--- src/rtl/register_down.sv ---
// Down-counting register with sticky borrow status.
// Start runs a decrement-by-Amount operation, one step per clock, and ends with a Done pulse.
module register_down #(
    parameter int WIDTH = 2
) (
    input  logic             CLK,
    input  logic             Reset,
    input  logic             Load,
    input  logic [WIDTH-1:0] D,
    input  logic             Start,
    input  logic [WIDTH-1:0] Amount,
    input  logic             Clr_RS,
    output logic [WIDTH-1:0] R,
    output logic             RS,
    output logic             Zero,
    output logic             Busy,
    output logic             Done
);

    typedef enum logic [1:0] {
        IDLE = 2'd0,
        DEC  = 2'd1,
        FIN  = 2'd2
    } state_t;

    state_t           state_q, state_d;
    logic [WIDTH-1:0] r_q, r_d;
    logic [WIDTH-1:0] cnt_q, cnt_d;
    logic             rs_q, rs_d;
    logic             busy_q, busy_d;
    logic             done_q, done_d;

    // Next-state and datapath decode; a borrow step overrides a simultaneous Clr_RS.
    always_comb begin
        state_d = state_q;
        r_d     = r_q;
        cnt_d   = cnt_q;
        if (Clr_RS) begin
            rs_d = 1'b0;
        end else begin
            rs_d = rs_q;
        end
        case (state_q)
            IDLE: begin
                if (Load) begin
                    r_d = D;
                end else if (Start) begin
                    if (Amount == {WIDTH{1'b0}}) begin
                        state_d = FIN;
                    end else begin
                        cnt_d   = Amount;
                        state_d = DEC;
                    end
                end else begin
                    state_d = IDLE;
                end
            end
            DEC: begin
                r_d   = r_q - {{(WIDTH-1){1'b0}}, 1'b1};
                cnt_d = cnt_q - {{(WIDTH-1){1'b0}}, 1'b1};
                if (r_q == {WIDTH{1'b0}}) begin
                    rs_d = 1'b1;
                end else begin
                    rs_d = rs_d;
                end
                if (cnt_q == {{(WIDTH-1){1'b0}}, 1'b1}) begin
                    state_d = FIN;
                end else begin
                    state_d = DEC;
                end
            end
            FIN: begin
                state_d = IDLE;
            end
            default: begin
                state_d = IDLE;
            end
        endcase
        busy_d = (state_d == DEC);
        done_d = (state_d == FIN);
    end

    // State and output registers with synchronous reset.
    always_ff @(posedge CLK) begin
        if (Reset) begin
            state_q <= IDLE;
            r_q     <= {WIDTH{1'b0}};
            cnt_q   <= {WIDTH{1'b0}};
            rs_q    <= 1'b0;
            busy_q  <= 1'b0;
            done_q  <= 1'b0;
        end else begin
            state_q <= state_d;
            r_q     <= r_d;
            cnt_q   <= cnt_d;
            rs_q    <= rs_d;
            busy_q  <= busy_d;
            done_q  <= done_d;
        end
    end

    assign R    = r_q;
    assign RS   = rs_q;
    assign Busy = busy_q;
    assign Done = done_q;
    assign Zero = (r_q == {WIDTH{1'b0}});

endmodule

--- config.mk ---
export PLATFORM = sky130hd
export DESIGN_NAME = register_down
export DESIGN_NICKNAME = d
export VERILOG_FILES = /design/src/rtl/register_down.sv
export SDC_FILE = /design/constraint.sdc
export NUM_CORES = 1
export LEC_CHECK = 0
export CORE_AREA = 5 5 42 44
export DETAILED_ROUTE_END_ITERATION = 7
export DIE_AREA = 0 0 47 49
export DONT_BUFFER_PORTS = 1
export MAX_ROUTING_LAYER = met4
export PLACE_DENSITY = 0.61
export SYNTH_ARGS = -nofsm -noshare
export SYNTH_HDL_FRONTEND = slang
export SYNTH_SLANG_ARGS = --single-unit
export TNS_END_PERCENT = 50
--- constraint.sdc ---
create_clock -name CLK -period 1.4 [get_ports CLK]
set_input_delay 0.28 -clock CLK [delete_from_list [all_inputs] [get_ports CLK]]
set_output_delay 0.28 -clock CLK [all_outputs]
set_load 0.005 [all_outputs]
==> flow_metrics.tcl <==
set metrics [dict create \
    status "finished clean" \
    hold_ws_ns 0.0679 \
    wirelength_um 947 \
    grt_overflow 0 \
    fin_nets 68 \
    die_w_um 47 \
    dieArea_mm2 0.00230 \
    drt.antenna.violating_nets 0 \
    powerDensity_mw_per_mm2 1110 \
    clk_pin_slew_worst_paths_ns 0.07 \
    hold_violations 0 \
    grt_use_total_pct 10.5 \
    rows 14 \
    yosys_warnings 0 \
    clk-insertion-delay-late_ns 0.27 \
    pwr-share-seq_pct 50.6 \
    dp_hpwl_um 750 \
    cts_resized 0 \
    synth.distinct_cells 27 \
    crit_path_start_kind "flop" \
    numPortBuffers 0 \
    slew_viol_final 0 \
    vias_per_cell 5.40 \
    syn_to_final_growth_pct 5.93 \
    drive_above_1_share_pct 16.1 \
    stdcell_area_um2 537 \
    leakagePower_nw 0.213 \
    cts_root_buf "clkbuf_4" \
    required_ns 1.12 \
    synth_edf_count 0 \
    period_minus_slack_ns 1.19 \
    netlist_instances 54 \
    yosysSeqAreaShare_pct 35.6 \
    syn_nets 65 \
    synthTopCellsByCount "dfxtp_1 (9), inv_1 (6), a21oi_1 (4)" \
    wl_per_cell_um 13.2 \
    io_pins 15 \
    numClockSinks 9 \
    antenna_found_initial 0 \
    worstPathMaxFanout 3 \
    p_sw_w 0.000160 \
    diodes 0 \
    num_vias 389 \
    cts_hold_buf 0 \
    switching_share_pct 26.9 \
    synthArstFlopShare_pct 0 \
    yosysTopAreaCellShare_pct 35.6 \
    die_y_um 49 \
    cts_buffer_depth 2 \
    slew_headroom_pct 69.7 \
    max_freq_mhz 838 \
    crit_arrival_ns 0.91 \
    p_int_w 0.000434 \
    power_w 0.000594 \
    synth_ff_type "dfxtp_1" \
    avgSynthCellArea_um2 9.38 \
    cts_setup_buffers 0 \
    drt_iter0_markers 7 \
    route.detailed.drc 0 \
    htree_num_levels 1 \
    yosysTopAreaCell "dfxtp_1" \
    comb_power_share_pct 14.7 \
    final_core_util_pct 38.3 \
    ys_ff_latch 9 \
    fin_skew_ns 0.00865 \
    core_area_mm2 0.00140 \
    path_class "reg2out" \
    grt_pass1_vias 364 \
    initial_utilization_pct 36.2 \
    grt_max_degree 15 \
    firstDrtPassIters 4 \
    hp-class "in2reg" \
    maxCapViolations 0 \
    grt_pass1_wl_mm 1.72 \
    place.gp.congestion 0.779 \
    cts-buffers-inserted 3 \
    synth_area_leaders "dfxtp_1 (36%), o41ai_2 (6.4%), ha_1 (4.9%), inv_1 (4.4%), a21oi_1 (4.0%)" \
    pwr-share-clk_pct 34.7 \
    crit_path_end_kind "primary output" \
    setup_viol 0 \
    vdd_ir_drop_max_uv 478 \
    synth_most_common_cell "dfxtp_1" \
    place_area_um2 510 \
    finalSetupTns_ns 0 \
    netlist_area_um2 507 \
    cts_tree "built" \
    fin_crit_sh_pct 85.3 \
    rsz0062_at_grt "false" \
    tightest_slew_ns 0.454 \
]
## routing by layer
| metal | part of all wire, % | vias to the layer above | global-route usage (%) |
|---|---|---|---|
| met5 | 0 | - | - |
| met4 | 2.4 | 0 | 6.91 |
| met3 | 8.4 | 4 | 3.32 |
| met2 | 40 | 11 | 11.5 |
| met1 | 49 | 176 | 15.6 |
| li1 | - | 198 | - |
## final timing paths
| kind | start | end | slack (ns) | depth (start not counted) |
|---|---|---|---|---|
| max | R[0]$_SDFFE_PP0P_ | Zero | 0.21 | 2 |
| min | Reset | R[1]$_SDFFE_PP0P_ | 0.07 | 1 |
| max reg2reg | state_q[0]$_SDFF_PP0_ | cnt_q[1]$_SDFFE_PP0P_ | 0.26 | 3 |
| min reg2reg | R[1]$_SDFFE_PP0P_ | R[1]$_SDFFE_PP0P_ | 0.51 | 2 |
## state kept, by name, summed over array words and instances, names as in the netlist
| signal | count |
|---|---|
| R | 2 |
| cnt_q | 2 |
| state_q | 2 |
| Busy | 1 |
| Done | 1 |
| RS | 1 |
## cell type report
class,count,area (um^2)
Fill cell,151,865
Multi-Input combinational cell,37,288
Sequential cell,9,180
Clock buffer,4,26.3
Inverter,6,22.5
Tap cell,16,20.0
## power by group through the flow
stage          sequential [W]  combinational [W]  clock [W]
6_report             0.000300          0.0000875   0.000206
5_1_grt              0.000304           0.000102   0.000226
4_1_cts              0.000301          0.0000885   0.000210
3_5_place_dp         0.000306          0.0000880          0
3_3_place_gp         0.000306          0.0000871          0
2_1_floorplan        0.000297          0.0000881          0
## cells in the final DEF, fill, tap and decap left out
cell,instances
clkbuf_4,3
o21ai_0,1
o41ai_2,2
nand2b_1,1
and2_1,2
nand4bb_1,1
nor3b_1,2
nand4b_1,1
o21a_1,2
clkbuf_1,1
nor3_2,1
inv_1,6
a221oi_2,1
o311a_1,1
dfxtp_1,9
a22oi_1,1
and2b_1,1
nor2_1,3
o21ai_2,1
o211ai_1,1
ha_1,2
nor2b_1,3
o21ai_1,2
a32oi_1,1
nand2b_4,1
a21oi_1,4
nand2_1,2
## critical path, cell delays in order, from the launching register on
cell and delay (ns):
dfxtp_1 0.35, inv_1 0.07, ha_1 0.23
## cells by family (layout without fill, tap and decap cells)
family / count (synthesis) / count (layout) / share of synthesized area, %
AOI/OAI and AO/OA: 17 / 17 / 27.7
and+or+nand+nor: 18 / 18 / 24.2
adders and majority gates: 2 / 2 / 4.94
DFF: 9 / 9 / 35.6
buffers and inverters: 8 / 10 / 7.65
## stage by stage
step | setup slack [ns] | std cells
floorplan | 0.355 | 54
global placement | 0.282 | 68
detailed placement | 0.268 | 68
CTS | 0.193 | 72
global route | 0.123 | 72
finish | 0.206 | 72
No activity file was read; power rests on OpenSTA's default activity.
